$ cat src/rtl/booth_mac_acc.sv
// Signed MAC back end: sums len Booth products into an ACC_W accumulator; prod_ready from cycle T+1, sum_valid at T+len+1.
// One product per cycle, prod_valid low stalls, sum held until sum_ready; BOOTH_MAC_SAT_EN selects saturating adds.
module booth_mac_acc #(
  parameter int ACC_W = 64,
  parameter int CNT_W = 8
) (
  input  logic             clk,
  input  logic             rst,
  input  logic             start,
  input  logic [CNT_W-1:0] len,
  output logic             busy,
  input  logic [63:0]      prod,
  input  logic             prod_valid,
  output logic             prod_ready,
  output logic [ACC_W-1:0] sum,
  output logic             sum_valid,
  input  logic             sum_ready,
  output logic [CNT_W-1:0] count,
  output logic             overflow
);

  localparam logic [1:0] S_IDLE = 2'd0;
  localparam logic [1:0] S_ACC  = 2'd1;
  localparam logic [1:0] S_HOLD = 2'd2;

  logic [1:0]       state;
  logic [ACC_W-1:0] acc;
  logic [CNT_W-1:0] remaining;

  logic [ACC_W-1:0] prod_ext;
  logic [ACC_W-1:0] add_res;
  logic [ACC_W-1:0] acc_next;
  logic             add_ovf;

  assign prod_ext = ACC_W'($signed(prod));
  assign add_res  = acc + prod_ext;

  // Same-sign addends whose result flips sign: the true sum left the ACC_W range.
  assign add_ovf = (acc[ACC_W-1] == prod_ext[ACC_W-1]) && (add_res[ACC_W-1] != acc[ACC_W-1]);

`ifdef BOOTH_MAC_SAT_EN
  always_comb begin
    acc_next = add_res;
    if (add_ovf) begin
      acc_next = acc[ACC_W-1] ? {1'b1, {(ACC_W-1){1'b0}}} : {1'b0, {(ACC_W-1){1'b1}}};
    end
  end
`else
  assign acc_next = add_res;
`endif

  always_ff @(posedge clk) begin
    if (rst) begin
      state     <= S_IDLE;
      acc       <= '0;
      remaining <= '0;
      count     <= '0;
      overflow  <= 1'b0;
    end else begin
      case (state)
        S_IDLE: begin
          if (start) begin
            acc       <= '0;
            count     <= '0;
            overflow  <= 1'b0;
            remaining <= len;
            state     <= (len == '0) ? S_HOLD : S_ACC;
          end
        end
        S_ACC: begin
          if (prod_valid) begin
            acc       <= acc_next;
            count     <= count + CNT_W'(1);
            remaining <= remaining - CNT_W'(1);
            if (add_ovf) overflow <= 1'b1;
            if (remaining == CNT_W'(1)) state <= S_HOLD;
          end
        end
        S_HOLD: begin
          if (sum_ready) state <= S_IDLE;
        end
        default: state <= S_IDLE;
      endcase
    end
  end

  // Handshake outputs decode from state alone so no input reaches them combinationally.
  assign busy       = (state != S_IDLE);
  assign prod_ready = (state == S_ACC);
  assign sum_valid  = (state == S_HOLD);
  assign sum        = acc;

endmodule

$ cat config.mk
export PLATFORM = sky130hd
export DESIGN_NAME = booth_mac_acc
export DESIGN_NICKNAME = d
export VERILOG_FILES = /design/src/rtl/booth_mac_acc.sv
export SDC_FILE = /design/constraint.sdc
export NUM_CORES = 1
export LEC_CHECK = 0
export ABC_AREA = 1
export CORE_MARGIN = 2
export CORE_UTILIZATION = 45
export CTS_CLUSTER_SIZE = 30
export DETAILED_ROUTE_END_ITERATION = 16
export PLACE_DENSITY = 0.69
export SKIP_CTS_REPAIR_TIMING = 1
export SLEW_MARGIN = 5
export SYNTH_ARGS = -nofsm -noshare
export SYNTH_HDL_FRONTEND = slang
export SYNTH_SLANG_ARGS = --single-unit
$ cat constraint.sdc
create_clock -name clk -period 2.7 [get_ports clk]
set_clock_uncertainty 0.2 [all_clocks]
set_input_delay 0.405 -clock clk [delete_from_list [all_inputs] [get_ports clk]]
set_output_delay 0.405 -clock clk [all_outputs]
set_load 0.01 [all_outputs]
==> results of run 1 <==
-- cells in the mapped netlist, types with 2 or more instances --
| library cell | number | area, sq um |
|---|---|---|
| nand4_1 | 9 | 56.3 |
| nor2_4 | 4 | 45.0 |
| nor2_2 | 13 | 81.3 |
| a211oi_1 | 3 | 22.5 |
| nand3_1 | 96 | 480 |
| ha_1 | 66 | 826 |
| a31oi_1 | 2 | 12.5 |
| buf_2 | 10 | 50.1 |
| inv_2 | 8 | 30.0 |
| nor3_2 | 4 | 40.0 |
| nand2_1 | 670 | 2510 |
| o21bai_1 | 2 | 15.0 |
| nor4_1 | 2 | 12.5 |
| a21o_1 | 2 | 15.0 |
| o211ai_1 | 2 | 15.0 |
| a21oi_1 | 142 | 711 |
| and3_1 | 4 | 25.0 |
| o21ai_0 | 38 | 190 |
| nor2_1 | 104 | 390 |
| nand3_2 | 8 | 80.1 |
| nor3_1 | 13 | 65.1 |
| nor4_2 | 3 | 37.5 |
| o31ai_1 | 2 | 15.0 |
| nand2_2 | 20 | 125 |
| or2_2 | 8 | 50.1 |
| dfxtp_1 | 83 | 1660 |
| nand3b_1 | 6 | 45.0 |
| inv_1 | 328 | 1230 |
| clkbuf_1 | 11 | 41.3 |
| buf_4 | 2 | 15.0 |
-- critical path, cell delays in order --
cell and delay (ns):
clkdlybuf4s50_1 0.42, buf_4 0.15, fa_1 0.42, nand3_1 0.10, nand3_2 0.11, nand2_1 0.09, nand2_2 0.08, nand2_1 0.07
nand2_1 0.09, nand2_1 0.10, nand2_2 0.09, or2_2 0.29, nand3_1 0.08, a21oi_1 0.07
-- cell type report --
class,count,area (sq um),area share
clock inverter,7,68.8,0.00562
timing repair buffer,297,2640,0.216
multi-input combinational,1233,6060,0.495
inverter,336,1260,0.103
tap,265,332,0.0271
sequential,83,1660,0.136
clock buffer,9,225,0.0184
-- worst min-delay path by stage --
stage,start,to
after floorplan,remaining[5],remaining[5]
after global placement,overflow,overflow
after detailed placement,overflow,overflow
after CTS,rst,remaining[0]
after global routing,rst,remaining[6]
final,rst,remaining[0]
-- stage by stage --
stage / utilization / hold WS (ns) / power, mW / instances
finish: 0.625 / 0.217 / 4.62 / 2230
CTS: 0.621 / 0.213 / 4.60 / 2228
global route: 0.625 / 0.253 / 4.88 / 2230
global placement: 0.606 / 0.257 / 3.27 / 2212
detailed placement: 0.606 / 0.267 / 3.29 / 2212
floorplan: - / 0.257 / 2.43 / 1676
-- metal layers --
| layer | track usage | up-vias |
|---|---|---|
| met4 | 0.138 | 0 |
| met3 | 0.0354 | 65 |
| li1 | - | 5729 |
| met2 | 0.557 | 369 |
| met5 | 0 | - |
| met1 | 0.407 | 4930 |
-- kinds of logic after synthesis --
kind of cell | count (synthesis) | synth area share
DFF | 83 | 0.184
xor gates and xnor gates | 1 | 0.000970
AOI/OAI and AO/OA | 196 | 0.113
and+or+nand+nor | 969 | 0.456
buffers and inverters | 360 | 0.152
adders and majority gates | 67 | 0.0937
-- registers in the layout (all words and copies together), names as in the netlist --
register and count:
overflow 1, state 2, sum 64, count 8, remaining 8
-- power by group through the flow --
stage	Sequential [mW]	Combinational (mW)	Clock, mW
2_1_floorplan	1.43	1.01	0
3_3_place_gp	1.41	1.86	0
3_5_place_dp	1.41	1.88	0
4_1_cts	1.39	1.89	1.33
5_1_grt	1.40	2.11	1.37
6_report	1.39	1.91	1.31
==> results.md, run 1 <==
* Vias in the first global route at 10406
* Vias at 11093
* Sw frac at 0.399
* Crit path DAT at 2.58 ns
* Core Area at 0.0196 sq mm
* Commonest non-fill, non-tap cell in the layout: nand2_1
* Final ANT Viol Nets at 0
* Chip height at 146 microns
* NumNets Final at 2104
* DR WL met3 at 1840 microns
* DR WL/cell at 15.4 microns
* Crit end category: register
* Register-to-Register Path Depth at 13
* Status: complete, no violations
* Slew at the pin closest to its max-slew limit at 0.956 ns
* Avg Inst Size Synth at 5.39 sq um
* Pins Over Slew Limit at 0
* Pin count of the biggest net entering global routing at 72
* CTS H-tree lvls at 3
* Residual DRC count at 0
* Inserted Diodes at 0
* EDFF count, synth at 0
* WS Path Type: input port to register
* Total GRT Usage at 0.322
* Combinational power share at 0.415
* Starting Density at 0.461
* Ys async rst share at 0
* Clock period minus worst slack at 2.57 ns
* Hold depth at 4
* Top FF cell, synth: dfxtp_1
* Cell-internal power at 2.77 mW
* Crit share post-route at 0.951
* IO Count at 153
* Syn Nets at 1820
* Clock-pin slew on the worst setup and hold paths at 0.08 ns
* CP Data Required Time at 2.71 ns
* Top Metal Used: met4
* Max VDD drop at 0.309 mV
* Pwr dens at 377 mW/mm^2
* Met2 WL at 16100 microns
* Clk root buf: clkbuf_16
* Sequential Power Share at 0.301
* Psw at 1.84 mW
* HPWL Detailed at 28100 microns
* Die span in x at 146 microns
* Worst skew pair latency at 0.37 ns
* TritonCTS Sinks at 83
* Max_cap viols at 0
* Die area at 0.0212 sq mm
* Port Buffers at 152
* Cell area after synthesis at 0.00903 sq mm
* Initial DRT Pass Iterations at 6
* Via-to-Cell Ratio at 4.97
* Post-synthesis sequential area ratio at 0.184
* Final worst slack at 0.133 ns
* Syn. warnings at 0
* Area delta synth->final at 35.7%
* Final hold viol count at 0
* Crit. Startpoint: prod[1]
* Leakage power at 6.66 nW
* Initial DRC count at 756
* Row cnt at 51
* Place WS at -0.296 ns
* First-pass GRT wire length at 54400 microns
* Fraction of layout cells with a size suffix above 1 at 0.127
* Final WL at 34300 microns
* Worst reg2reg startpoint: sum[9]
* Setup crit start kind: input port
* Library cells used by synthesis at 41
* Fillers at 1980
* GR Overflow Total at 0
* Slew Limit Headroom at 0.363
* Fmax at 0.389 GHz
* Final Setup Violations at 0
* Reg-to-reg critical path endpoint: sum[35]
* CTS tree: done
* Yosys reg bits at 83
* Final Cell Area at 0.0123 sq mm
* DRT met1 WL at 15000 microns
* Largest fanout on the critical path at 4
* Initial antenna violation count at 0
* Area after DPL at 0.0119 sq mm
* Clock network power share at 0.285
* Post-Synthesis Cells at 1676
* Clock Path Buffers at 2
* Final estimated routing congestion in global placement at 0.974
* Hold Crit Class: input port to register
* Setup_tns at 0 ns
* Worst R2R Setup Slack at 0.28 ns
* TritonCTS Buffers at 9
* Commonest cells after routing, fill and taps aside: nand2_1, inv_1, clkdlybuf4s50_1
* CP endpoint: sum[28]
Note: power is estimated with default switching activity, not from simulation.
==> run 2: changes to the inputs <==
--- a/config.mk
+++ b/config.mk
@@ -5,12 +5,11 @@
 export SDC_FILE = /design/constraint.sdc
 export NUM_CORES = 1
 export LEC_CHECK = 0
-export ABC_AREA = 1
 export CORE_MARGIN = 2
 export CORE_UTILIZATION = 45
 export CTS_CLUSTER_SIZE = 30
 export DETAILED_ROUTE_END_ITERATION = 16
-export PLACE_DENSITY = 0.69
+export PLACE_DENSITY = 0.73
 export SKIP_CTS_REPAIR_TIMING = 1
 export SLEW_MARGIN = 5
 export SYNTH_ARGS = -nofsm -noshare
==> results.md, run 2 <==
* Fmax at 0.282 GHz (was 0.389 GHz)
* Vias in the first global route at 7909 (was 10406)
* Max_cap viols at 0 (unchanged)
* Area contributors post-synth: dfxtp_1, ha_1, nand2_1 (was nand2_1, dfxtp_1, inv_1)
* Slew at the pin closest to its max-slew limit at 0.510 ns (was 0.956 ns)
* Most frequent cells after synthesis: nand2_1, nor2_1, dfxtp_1 (was nand2_1, inv_1, a21oi_1)
* Die span in x at 127 microns (was 146 microns)
* Post-Synthesis Cells at 891 (was 1676)
* Total power at 4.63 mW (was 4.62 mW)
* Pwr dens at 400 mW/mm^2 (was 377 mW/mm^2)
* CP Data Required Time at 2.76 ns (was 2.71 ns)
* Status: finished, violations left (was complete, no violations)
* Clock-pin slew on the worst setup and hold paths at 0.07 ns (was 0.08 ns)
* Routing usage on met3 at 0.0510 (was 0.0354)
* Clock period minus worst slack at 3.54 ns (was 2.57 ns)
* Ys async rst share at 0 (unchanged)
* Starting Density at 0.464 (was 0.461)
* Setup_tns at -12.96 ns (was 0 ns)
* NumNets Final at 1428 (was 2104)
* Cell area after synthesis at 0.00679 sq mm (was 0.00903 sq mm)
* Library cells used by synthesis at 71 (was 41)
* Top-count cell post-synth: nand2_1 (unchanged)
* Initial DRC count at 464 (was 756)
* Syn. warnings at 0 (unchanged)
* Violated checks: setup timing
* Top Usage Layer GRT: met2 (unchanged)
* Commonest cells after routing, fill and taps aside: buf_4, clkdlybuf4s50_1, nand2_1 (was nand2_1, inv_1, clkdlybuf4s50_1)
* Port Buffers at 152 (unchanged)
* Pins Over Slew Limit at 0 (unchanged)
* Max VDD drop at 0.338 mV (was 0.309 mV)
* Top FF cell, synth: dfxtp_1 (unchanged)
* Final Setup Violations at 38 (was 0)
* Residual DRC count at 0 (unchanged)
* Row cnt at 44 (was 51)
* Worst skew pair latency at 0.36 ns (was 0.37 ns)
* Hold Crit Class: input port to register (unchanged)
* TritonCTS Buffers at 9 (unchanged)
* Syn Nets at 1035 (was 1820)
* Max reg flops at 64 (unchanged)
* Worst R2R Setup Slack at -0.84 ns (was 0.28 ns)
* Setup crit start kind: register (was input port)
* CTS tree: done (unchanged)
* Core Area at 0.0146 sq mm (was 0.0196 sq mm)
* Leakage power at 5.35 nW (was 6.66 nW)
* Fillers at 962 (was 1980)
* Area delta synth->final at 70.5% (was 35.7%)
* Register-to-Register Path Depth at 13 (unchanged)
* Crit share post-route at 1.31 (was 0.951)
* Met1 usage at 0.354 (was 0.407)
* Crit. Startpoint: sum[0] (was prod[1])
* Final worst slack at -0.840 ns (was 0.133 ns)
* Crit end category: register (unchanged)
* Crit path DAT at 3.60 ns (was 2.58 ns)
* First-pass GRT wire length at 37600 microns (was 54400 microns)
* Pin count of the biggest net entering global routing at 45 (was 72)
* Chip height at 127 microns (was 146 microns)
* Cell accounting for the most synthesized area: dfxtp_1 (was nand2_1)
* HPWL Detailed at 17900 microns (was 28100 microns)
* CP endpoint: sum[62] (was sum[28])
* Final ANT Viol Nets at 0 (unchanged)
* CTS H-tree lvls at 3 (unchanged)
* Via-to-Cell Ratio at 5.67 (was 4.97)
* WS Path Type: register to register (was input port to register)
* Largest fanout on the critical path at 3 (was 4)
* GR Overflow Total at 0 (unchanged)
* TritonCTS Sinks at 83 (unchanged)
* Total GRT Usage at 0.285 (was 0.322)
* Final hold viol count at 0 (unchanged)
* DR WL/cell at 16.8 microns (was 15.4 microns)
* Initial antenna violation count at 1 (was 0)
* Clk root buf: clkbuf_16 (unchanged)
* Post-synthesis sequential area ratio at 0.245 (was 0.184)
* Yosys reg bits at 83 (unchanged)
* Avg Inst Size Synth at 7.62 sq um (was 5.39 sq um)
* Final estimated routing congestion in global placement at 0.940 (was 0.974)
* Worst reg2reg startpoint: sum[0] (was sum[9])
* Die area at 0.0161 sq mm (was 0.0212 sq mm)
* Final WL at 24800 microns (was 34300 microns)
* Fraction of layout cells with a size suffix above 1 at 0.330 (was 0.127)
* EDFF count, synth at 0 (unchanged)
* Hold depth at 2 (was 4)
* Place WS at -1.28 ns (was -0.296 ns)
* Vias at 8351 (was 11093)
* Slew Limit Headroom at 0.660 (was 0.363)
* RSZ-0062 raised after global routing: yes
* Reg-to-reg critical path endpoint: sum[62] (was sum[35])
* IO Count at 153 (unchanged)
* Grt met2 use at 0.494 (was 0.557)
* Initial DRT Pass Iterations at 5 (was 6)
* Commonest non-fill, non-tap cell in the layout: buf_4 (was nand2_1)
* Clock Path Buffers at 2 (unchanged)
* Top cell type's share of synthesized area at 0.245 (was 0.279)
-- run 2: cell count changes after synthesis, moves of 32 or more --
cell,before,now
a21o_1,2,40
a21oi_1,142,76
a22oi_1,0,32
inv_1,328,24
nand2_1,670,102
nand3_1,96,25
xnor2_1,0,33
-- run 2: metal layers --
layer  share of wire  routed length, microns  vias to the layer above
met3           0.063                    1570                       52
met1            0.42                   10500                     3894
met4           0.028                     691                        0
met5               0                       0                        -
met2            0.49                   12100                      346
li1                -                       -                     4059
-- run 2: area by class of cell --
cell class	instances	area, sq um	share of cell area
clock buffer	9	225	0.0195
sequential	83	1680	0.145
multi-input combinational	738	5630	0.486
inverter	24	90.1	0.00778
antenna	1	2.50	0.000216
clock inverter	7	57.6	0.00497
timing repair buffer	428	3670	0.317
tap	184	230	0.0199
-- run 2: critical path, stage by stage (launching register included) --
cell and delay [ns]:
dfxtp_2 0.34, ha_4 0.16, fa_2 0.34, a21o_1 0.23, a221oi_4 0.32, o21ai_2 0.13, a21o_1 0.25, a31oi_4 0.20
o31ai_2 0.10, a221oi_2 0.32, o311ai_2 0.17, o41ai_2 0.37, xnor2_1 0.11, a22o_1 0.19
-- run 2: metrics by stage --
stage	hold WS [ns]	cell area, sq um	util	std cells
after floorplan	0.245	7070	-	891
after global placement	0.256	10600	0.724	1444
after detailed placement	0.259	10600	0.724	1444
after CTS	0.104	10900	0.743	1460
after global routing	0.110	11600	0.790	1473
final	0.104	11600	0.791	1474
-- run 2: where the power goes --
part	leakage [nW]	switching [mW]	internal [mW]
registers	0.678	0.0770	1.31
logic	4.53	0.999	1.01
clock network	0.135	0.594	0.639
total	5.35	1.67	2.96
-- run 2: cell families (layout without fill, tap and decap cells) --
family / count (synthesis) / in the layout / synth area share
buffers and inverters: 70 / 468 / 0.0426
AO/OA/AOI/OAI: 311 / 311 / 0.308
XOR/XNOR: 61 / 61 / 0.0787
adder cells (fa/ha/maj): 67 / 67 / 0.125
multiplexers: 2 / 2 / 0.00313
other: 0 / 1 / 0
AND/OR/NAND/NOR: 297 / 297 / 0.198
flip-flops: 83 / 83 / 0.245
-- run 2: worst min-delay path by stage --
stage | from | end | slack [ns]
5_1_grt | rst | sum[46] | 0.11
2_1_floorplan | remaining[1] | remaining[1] | 0.25
3_3_place_gp | sum[58] | sum[58] | 0.26
4_1_cts | rst | sum[25] | 0.10
3_5_place_dp | sum[58] | sum[58] | 0.26
6_report | rst | sum[25] | 0.10
